--- src/rtl/instr_fetch_unit_if.sv ---
// Fetch-stage bus bundle: instruction-memory handshake plus the decoder-facing
// instruction register and redirect inputs.
//   master : the fetch unit (drives imem request and the instruction register)
//   slave  : the environment (memory + decoder/BCE)
// Signals:
//   imem_req/imem_addr      fetch request and address (= pc)
//   imem_ready              memory accepts the request this cycle
//   imem_rvalid/imem_rdata  returned instruction word
//   instr/instr_valid       instruction register and its occupancy flag
//   instr_pc/link_pc        address of instr and instr address + 4
//   dec_ready               decode consumes instr this cycle
//   jump_en/pc_mux_sel      J/Jal/Jr/Jalr redirect and its flavour
//   rs_value                register target for Jr/Jalr
//   branch_taken            branch outcome for the held instruction
//   fetch_err               misaligned-target trap flag
interface instr_fetch_unit_if;
  logic        imem_req;
  logic [31:0] imem_addr;
  logic        imem_ready;
  logic        imem_rvalid;
  logic [31:0] imem_rdata;
  logic [31:0] instr;
  logic        instr_valid;
  logic [31:0] instr_pc;
  logic [31:0] link_pc;
  logic        dec_ready;
  logic        jump_en;
  logic [1:0]  pc_mux_sel;
  logic [31:0] rs_value;
  logic        branch_taken;
  logic        fetch_err;

  modport master (
    output imem_req, imem_addr, instr, instr_valid, instr_pc, link_pc, fetch_err,
    input  imem_ready, imem_rvalid, imem_rdata, dec_ready, jump_en, pc_mux_sel,
           rs_value, branch_taken
  );

  modport slave (
    input  imem_req, imem_addr, instr, instr_valid, instr_pc, link_pc, fetch_err,
    output imem_ready, imem_rvalid, imem_rdata, dec_ready, jump_en, pc_mux_sel,
           rs_value, branch_taken
  );
endinterface

--- src/rtl/instr_fetch_unit.sv ---
// Fetch stage: owns the PC, requests one word at a time from instruction
// memory, holds it in the instruction register until decode takes it, then
// computes the next PC from the jump/branch redirect inputs.
// Ports:
//   clk_i   rising-edge clock
//   rst_i   synchronous active-high reset
//   bus     instr_fetch_unit_if.master (memory handshake + decoder side)
// Parameter:
//   RESET_PC  PC loaded on reset, first fetch address
// Optional feature (macro IFU_ALIGN_CHECK_EN):
//   defined   : a misaligned next PC at handoff traps into S_ERR with a sticky
//               fetch_err; fetching stops until reset
//   undefined : next PC low bits are forced to 00 and fetch_err is tied 0
//
// state  | meaning
// S_REQ  | imem_req high with imem_addr = pc, waiting for imem_ready
// S_WAIT | request granted, waiting for imem_rvalid
// S_HOLD | instr valid, waiting for decode to consume it
// S_ERR  | misaligned target trapped (only with IFU_ALIGN_CHECK_EN)
module instr_fetch_unit #(
  parameter logic [31:0] RESET_PC = 32'h0000_0000
) (
  input  logic               clk_i,
  input  logic               rst_i,
  instr_fetch_unit_if.master bus
);

`ifdef IFU_ALIGN_CHECK_EN
  typedef enum logic [1:0] {S_REQ, S_WAIT, S_HOLD, S_ERR} state_e;
`else
  typedef enum logic [1:0] {S_REQ, S_WAIT, S_HOLD} state_e;
`endif

  state_e      state_q;
  logic [31:0] pc_q;
  logic [31:0] instr_q;
  logic [31:0] instr_pc_q;
  logic        instr_valid_q;
  logic        imem_req_q;
  logic        fetch_err_q;

  logic [31:0] link_pc;
  logic [31:0] br_off;
  logic [31:0] next_pc_d;

  // Jal/Jalr differ from J/Jr only in the GPR write, which decode handles
  logic        unused_sel0;
  assign unused_sel0 = bus.pc_mux_sel[0];

  assign link_pc = instr_pc_q + 32'd4;
  assign br_off  = {{14{instr_q[15]}}, instr_q[15:0], 2'b00};

  always_comb begin
    next_pc_d = link_pc;
    if (bus.jump_en) begin
      next_pc_d = bus.pc_mux_sel[1] ? bus.rs_value
                                    : {link_pc[31:28], instr_q[25:0], 2'b00};
    end else if (bus.branch_taken) begin
      next_pc_d = link_pc + br_off;
    end
  end

`ifndef IFU_ALIGN_CHECK_EN
  logic [1:0] unused_pc_lsb;
  assign unused_pc_lsb = next_pc_d[1:0];
`endif

  always_ff @(posedge clk_i) begin
    if (rst_i) begin
      state_q       <= S_REQ;
      pc_q          <= RESET_PC;
      instr_q       <= 32'd0;
      instr_pc_q    <= 32'd0;
      instr_valid_q <= 1'b0;
      imem_req_q    <= 1'b1;
      fetch_err_q   <= 1'b0;
    end else begin
      case (state_q)
        S_REQ: begin
          if (bus.imem_ready) begin
            state_q    <= S_WAIT;
            imem_req_q <= 1'b0;
          end
        end
        S_WAIT: begin
          if (bus.imem_rvalid) begin
            instr_q       <= bus.imem_rdata;
            instr_pc_q    <= pc_q;
            instr_valid_q <= 1'b1;
            state_q       <= S_HOLD;
          end
        end
        S_HOLD: begin
          // instr_valid is always set here, so dec_ready alone marks the handoff
          if (bus.dec_ready) begin
            instr_valid_q <= 1'b0;
`ifdef IFU_ALIGN_CHECK_EN
            if (next_pc_d[1:0] != 2'b00) begin
              state_q     <= S_ERR;
              fetch_err_q <= 1'b1;
            end else begin
              pc_q       <= next_pc_d;
              state_q    <= S_REQ;
              imem_req_q <= 1'b1;
            end
`else
            pc_q       <= {next_pc_d[31:2], 2'b00};
            state_q    <= S_REQ;
            imem_req_q <= 1'b1;
`endif
          end
        end
`ifdef IFU_ALIGN_CHECK_EN
        S_ERR: state_q <= S_ERR;
`endif
        default: state_q <= S_REQ;
      endcase
    end
  end

  assign bus.imem_req    = imem_req_q;
  assign bus.imem_addr   = pc_q;
  assign bus.instr       = instr_q;
  assign bus.instr_valid = instr_valid_q;
  assign bus.instr_pc    = instr_pc_q;
  assign bus.link_pc     = link_pc;
`ifdef IFU_ALIGN_CHECK_EN
  assign bus.fetch_err   = fetch_err_q;
`else
  assign bus.fetch_err   = 1'b0;
  logic unused_err;
  assign unused_err = fetch_err_q;
`endif

endmodule
--- src/flat_wrapper.sv ---
// flat-port wrapper written by rule: the top's interface ports become plain ports
module instr_fetch_unit_flat 
#(
  parameter logic [31:0] RESET_PC = 32'h0000_0000
)
  (clk_i, rst_i, bus_imem_req, bus_imem_addr, bus_instr, bus_instr_valid, bus_instr_pc, bus_link_pc, bus_fetch_err, bus_imem_ready, bus_imem_rvalid, bus_imem_rdata, bus_dec_ready, bus_jump_en, bus_pc_mux_sel, bus_rs_value, bus_branch_taken);
  instr_fetch_unit_if bus_i ();
  input  logic clk_i;
  input  logic rst_i;
  output wire logic [$bits(bus_i.imem_req)-1:0] bus_imem_req;
  output wire logic [$bits(bus_i.imem_addr)-1:0] bus_imem_addr;
  output wire logic [$bits(bus_i.instr)-1:0] bus_instr;
  output wire logic [$bits(bus_i.instr_valid)-1:0] bus_instr_valid;
  output wire logic [$bits(bus_i.instr_pc)-1:0] bus_instr_pc;
  output wire logic [$bits(bus_i.link_pc)-1:0] bus_link_pc;
  output wire logic [$bits(bus_i.fetch_err)-1:0] bus_fetch_err;
  input wire logic [$bits(bus_i.imem_ready)-1:0] bus_imem_ready;
  input wire logic [$bits(bus_i.imem_rvalid)-1:0] bus_imem_rvalid;
  input wire logic [$bits(bus_i.imem_rdata)-1:0] bus_imem_rdata;
  input wire logic [$bits(bus_i.dec_ready)-1:0] bus_dec_ready;
  input wire logic [$bits(bus_i.jump_en)-1:0] bus_jump_en;
  input wire logic [$bits(bus_i.pc_mux_sel)-1:0] bus_pc_mux_sel;
  input wire logic [$bits(bus_i.rs_value)-1:0] bus_rs_value;
  input wire logic [$bits(bus_i.branch_taken)-1:0] bus_branch_taken;
  assign bus_imem_req = bus_i.imem_req;
  assign bus_imem_addr = bus_i.imem_addr;
  assign bus_instr = bus_i.instr;
  assign bus_instr_valid = bus_i.instr_valid;
  assign bus_instr_pc = bus_i.instr_pc;
  assign bus_link_pc = bus_i.link_pc;
  assign bus_fetch_err = bus_i.fetch_err;
  assign bus_i.imem_ready = bus_imem_ready;
  assign bus_i.imem_rvalid = bus_imem_rvalid;
  assign bus_i.imem_rdata = bus_imem_rdata;
  assign bus_i.dec_ready = bus_dec_ready;
  assign bus_i.jump_en = bus_jump_en;
  assign bus_i.pc_mux_sel = bus_pc_mux_sel;
  assign bus_i.rs_value = bus_rs_value;
  assign bus_i.branch_taken = bus_branch_taken;
  instr_fetch_unit #(.RESET_PC(RESET_PC)) u_core (.clk_i(clk_i), .rst_i(rst_i), .bus(bus_i));
endmodule
--- config.mk ---
export PLATFORM = sky130hd
export DESIGN_NAME = instr_fetch_unit_flat
export DESIGN_NICKNAME = d
export VERILOG_FILES = /design/src/rtl/instr_fetch_unit_if.sv /design/src/rtl/instr_fetch_unit.sv /design/src/flat_wrapper.sv
export SDC_FILE = /design/constraint.sdc
export NUM_CORES = 1
export LEC_CHECK = 0
export ABC_AREA = 1
export BUFFER_PORTS_ARGS = -buffer_cell sky130_fd_sc_hd__buf_2
export CAP_MARGIN = 5
export CORE_MARGIN = 3
export CORE_UTILIZATION = 55
export CTS_BUF_LIST = sky130_fd_sc_hd__clkbuf_16
export DETAILED_ROUTE_END_ITERATION = 8
export PLACE_DENSITY = 0.95
export SETUP_SLACK_MARGIN = 0.1
export SLEW_MARGIN = 20
export SYNTH_ARGS = -nofsm -noshare
export SYNTH_HDL_FRONTEND = slang
export SYNTH_SLANG_ARGS = --single-unit
--- constraint.sdc ---
create_clock -name clk_i -period 7.34 [get_ports clk_i]
set_input_delay 0 -clock clk_i [delete_from_list [all_inputs] [get_ports clk_i]]
set_output_delay 0 -clock clk_i [all_outputs]
set_load 0.05 [all_outputs]
After elaboration in Yosys (flattened, before gate mapping). Index checks and enable logic that the tools add are counted.

Bits in registers: 96. Input port bits: 73. Word-level logic and storage cells: 34.

Mux-type cells: 13. Add/subtract/negate cells: 2. Reductions and logical operators: 8. Equality and inequality tests: 5.

Operators with widths (number): 32-bit two-way mux (3); 32-bit by 3-bit adder with 32-bit output, second input constant (1); 32-bit adder (1); 3-bit AND reduction (3); 2-bit two-way mux (3); 2-bit != test, second input constant (3); 2-bit case mux with 3 select lines (1); 1-bit two-way mux (4); 1-bit case mux with 2 select lines (2); 2-bit AND reduction (2); 2-bit nonzero test (2); 2-bit by 1-bit == test with 1-bit output, second input constant (1); 2-bit == test, second input constant (1); 2-bit logical NOT (1).

Logic depth before layout (Yosys ltp).
Depth in word-level cells: 4. Depth in mapped cells: 24. Depth with buffers taken out: 24.

Worst setup path before layout. OpenSTA, ideal clock, no wires.

Path kind: reg-to-reg. From: register u_core.instr_pc_q[2] (netlist: u_core.bus.instr_pc[2]). To: register u_core.pc_q[20] (netlist: u_core.bus.imem_addr[20]). Library setup time: 120 ps. Arrival: 3602 ps. Cell stages (with the launch flop): 16. Path slack: 3618 ps. Data required time: 7220 ps. Period minus slack after synthesis: 3722 ps. Path through: dfxtp_1 inv_1 nor2_2 nand2_1 xor2_1 ha_1 a21oi_1 o21ai_0 inv_1 nand3_1 nand2_1 nand2_1 nand2_1 nand2_1 o21ai_1 a21oi_1.

Longest elaborated chain between the ends: 4.

RTL lines: start: declaration (line instr_fetch_unit.sv:37) `logic [31:0] instr_pc_q;`; start signal: assignment (line instr_fetch_unit.sv:88) `instr_pc_q <= pc_q;`; 32-bit by 3-bit adder with 32-bit output (line instr_fetch_unit.sv:50) `assign link_pc = instr_pc_q + 32'd4;`; named net bus_link_pc[2] (line flat_wrapper.sv:15) `output wire logic [$bits(bus_i.link_pc)-1:0] bus_link_pc;`; 32-bit adder (line instr_fetch_unit.sv:59) `next_pc_d = link_pc + br_off;`; 32-bit two-way mux (line instr_fetch_unit.sv:58) `end else if (bus.branch_taken) begin`; 32-bit two-way mux (line instr_fetch_unit.sv:55) `if (bus.jump_en) begin`; end signal: assignment (line instr_fetch_unit.sv:107) `pc_q <= {next_pc_d[31:2], 2'b00};`; end: declaration (line instr_fetch_unit.sv:35) `logic [31:0] pc_q;`.

The timed path passes the listed nets, and every way through them passes these cells. A chain may end at the register's enable or synchronous reset.

Worst setup path after layout.
From: register u_core.state_q[1]. To: register u_core.pc_q[25] (netlist: u_core.bus.imem_addr[25]).

Longest elaborated chain between the ends: 2.

RTL lines: start: declaration (line instr_fetch_unit.sv:34) `state_e state_q;`; start signal: assignment (line instr_fetch_unit.sv:70) `state_q <= S_REQ;`; start signal: assignment (line instr_fetch_unit.sv:81) `state_q <= S_WAIT;`; start signal: assignment (line instr_fetch_unit.sv:90) `state_q <= S_HOLD;`; 2-bit == test (line instr_fetch_unit.sv:78) `case (state_q)`; 2-bit AND reduction (no source line).

No other way between the ends.

==> impl_summary.log <==
[metrics] growth of design area from synthesis to finish: 23.26%
[metrics] unrepaired setup endpoints after global routing: no
[metrics] GR Util All Layers: 36.51%
[metrics] residual antenna-violating net count after detailed routing: 0
[metrics] transition time at the pin with the least slew margin: 1.119 ns
[metrics] proportion of layout cells with a drive suffix above 1: 17.49%
[metrics] highest ir drop seen on vdd: 185.6 uV
[metrics] max-cap check violation count: 0
[metrics] reported leakage power: 0.004587 uW
[metrics] Nets: 1484
[metrics] fraction of power spent switching nets: 37.63%
[metrics] port bufs: 193
[metrics] weighted congestion at the end of routability-driven global placement: 0.9841
[metrics] WP data required: 7.57 ns
[metrics] NetSw: 559.2 uW
[metrics] launching element type of the critical path: register
[metrics] post-detailed-route via-to-cell ratio: 5.746
[metrics] Critical Path End Type: register
[metrics] worst slew margin relative to its limit: 25.24%
[metrics] Sinks on Clock Net: 96
[metrics] worst min-delay path category: primary input to register
[metrics] Yosys reg bits: 96
[metrics] most common cell after layout, fill and taps aside: sky130_fd_sc_hd__nand2_1
[metrics] total negative setup slack: 0 ns
[metrics] vias in the first global route: 8195
[metrics] areal power density over the cells: 167.6 nW/um^2
[metrics] clock buffer count from CTS: 9
[metrics] wire length of the first global-routing pass: 41950 um
[metrics] part of the power in combinational logic: 28.3%
[metrics] synthesized area: 7192 um^2
[metrics] routed wire length per instance: 17.39 um
[metrics] Post-Route Hold Slack: 0.01085 ns
[metrics] iteration count of the initial detailed-routing pass: 6
[metrics] die extent in x: 120.4 um
[metrics] largest driver fanout on the critical path: 38
[metrics] count of flip-flops with a built-in enable after synthesis: 0
[metrics] vias post-DR: 8907
[metrics] remaining routing DRC violations: 0
[metrics] Root Buffer Master: sky130_fd_sc_hd__clkbuf_16
[metrics] Setup Crit Path Kind: register to register
[metrics] post-route clock skew: 0.008769 ns
[metrics] number of DRC violations after detailed-routing iteration 0: 1164
[metrics] number of endpoints with negative hold slack in the final report: 0
[metrics] clock network power share: 32.8%
[metrics] part of the total power dissipated in sequential elements: 38.8%
[metrics] area of the placeable core: 12720 um^2
[metrics] total internal power: 926.9 uW
[metrics] Max Freq: 289.7 MHz
[metrics] number of synthesis warnings: 0
[metrics] number of rows created at floorplan: 41
[metrics] post-synthesis sequential area ratio: 26.72%
[metrics] number of cells upsized or downsized after cts: 0
[metrics] highest-count cells in the layout ignoring fill and taps: 285 x sky130_fd_sc_hd__nand2_1, 193 x sky130_fd_sc_hd__buf_2, 164 x sky130_fd_sc_hd__inv_1
[metrics] Initial Util: 56.53%
[metrics] number of top-level pins: 204
[metrics] Chip Height: 120.4 um
[metrics] clock tree from TritonCTS: yes
[metrics] clock slew at the register clock pins of the worst setup and hold paths: 0.07 ns
[metrics] count of unique library cells instantiated by Yosys: 36
[metrics] max-slew violation count: 0
[metrics] share of flip-flops with an asynchronous set or reset after synthesis: 0%
[metrics] mean post-synth cell area: 6.105 um^2
[metrics] Syn Inst Count: 1178
[metrics] total wire length after detailed routing: 26960 um
[metrics] setup violators final: 0
[metrics] Primary FF master, synth: sky130_fd_sc_hd__dfxtp_1
[metrics] fin crit period: 3.452 ns
[metrics] final worst-path cycle share: 47.03%
[metrics] largest net degree at the start of global routing: 82
[metrics] setup bufs post-CTS: 0
[metrics] arrival time at the worst endpoint: 3.68 ns
[metrics] maximum level of the CTS H-tree: 3
[metrics] final HPWL from detailed placement: 19100 um
[metrics] insertion delay to the later sink of the worst-skew pair: 0.36 ns
[metrics] GRT overflow: 0
[metrics] run status: finished clean
[metrics] antenna violations before repair: 0
[metrics] hold_buf cts: 38
[metrics] die footprint: 14480 um^2
[metrics] n_diodes: 0
[metrics] buffers from clock root to sink, at most: 2
==> cell families after synthesis <==
| logic type | synth area share [%] |
|---|---|
| simple gates | 28.34 |
| compound gates | 23.40 |
| buf+inv | 12.04 |
| flops | 26.72 |
| fa+ha+maj | 6.541 |
| xor+xnor | 2.905 |
| other cells | 0.05214 |
==> synthesized netlist by cell type, types with 6 or more instances <==
master / number / share of area (%)
sky130_fd_sc_hd__nor2_1: 70 / 3.7
sky130_fd_sc_hd__inv_1: 166 / 8.7
sky130_fd_sc_hd__ha_1: 36 / 6.3
sky130_fd_sc_hd__nor3_1: 12 / 0.84
sky130_fd_sc_hd__a31oi_1: 6 / 0.52
sky130_fd_sc_hd__nand2_2: 7 / 0.61
sky130_fd_sc_hd__xor2_1: 19 / 2.3
sky130_fd_sc_hd__a21oi_1: 151 / 11
sky130_fd_sc_hd__o21bai_1: 7 / 0.73
sky130_fd_sc_hd__nand3_1: 72 / 5.0
sky130_fd_sc_hd__nand2_1: 285 / 15
sky130_fd_sc_hd__clkbuf_1: 41 / 2.1
sky130_fd_sc_hd__buf_4: 7 / 0.73
sky130_fd_sc_hd__o21ai_0: 137 / 9.5
sky130_fd_sc_hd__o21ai_1: 8 / 0.56
sky130_fd_sc_hd__dfxtp_1: 96 / 27
==> power by group through the flow <==
stage	Sequential [uW]	Clock [uW]	Combinational (uW)
after floorplan	668	0	204
after detailed placement	587	0	392
after CTS	575	483	410
final	577	488	421
after global routing	579	505	450
after global placement	586	0	385
==> per-layer routing <==
layer  share of wire [%]  up-vias  track usage [%]
li1                    -     4201                -
met1                  39     3976            46.64
met2                  45      609            59.47
met3                  11      121            7.530
met4                 5.4        0            16.64
met5                   0        -                0
==> through the flow <==
| step | instance area [um^2] | utilization [%] | total power (uW) | setup WS (ns) | instances |
|---|---|---|---|---|---|
| 4_1_cts | 8865 | 69.68 | 1468 | 4.009 | 1550 |
| 5_1_grt | 8865 | 69.68 | 1535 | 3.522 | 1550 |
| 2_1_floorplan | 7214 | - | 871.8 | 3.618 | 1184 |
| 3_5_place_dp | 8192 | 64.39 | 978.6 | 4.040 | 1497 |
| 3_3_place_gp | 8192 | 64.39 | 971.0 | 4.059 | 1497 |
| 6_report | 8865 | 69.68 | 1486 | 3.888 | 1550 |
==> flip-flops by register name, indices dropped and copies added (netlist names) <==
signal,cells
u_core.bus.imem_req,1
u_core.bus.instr_valid,1
u_core.state_q,2
u_core.bus.instr,32
u_core.bus.imem_addr,30
u_core.bus.instr_pc,30
==> path summary, 6_finish.rpt <==
path / startpoint / endpoint / slack, ns / depth (start not counted)
setup / recovery: u_core.state_q[1] / u_core.bus.imem_addr[25] / 3.89 / 6
hold / removal: bus_rs_value[2] / u_core.bus.imem_addr[2] / 0.01 / 5
setup reg to reg: u_core.state_q[1] / u_core.bus.imem_addr[25] / 3.89 / 6
hold reg to reg: u_core.bus.instr[30] / u_core.bus.instr[30] / 0.44 / 2
==> worst max-delay path, cell delays in order, from the launching register on <==
cell                       delay (ns)
sky130_fd_sc_hd__dfxtp_1         0.32
sky130_fd_sc_hd__inv_1           0.16
sky130_fd_sc_hd__nor2_1          0.10
sky130_fd_sc_hd__nand2_1         0.83
sky130_fd_sc_hd__clkinv_1        1.22
sky130_fd_sc_hd__o21ai_0         0.59
sky130_fd_sc_hd__a21oi_1         0.10
==> area by class of cell <==
type	instances	area, um^2
multi-input combinational	865	4439
sequential	96	1922
clock inverter	6	67.56
fill	1102	3857
clock buffer	9	225.2
timing repair buffer	233	1361
tap	172	215.2
inverter	169	634.4
Power figures use the tool's default switching activity.
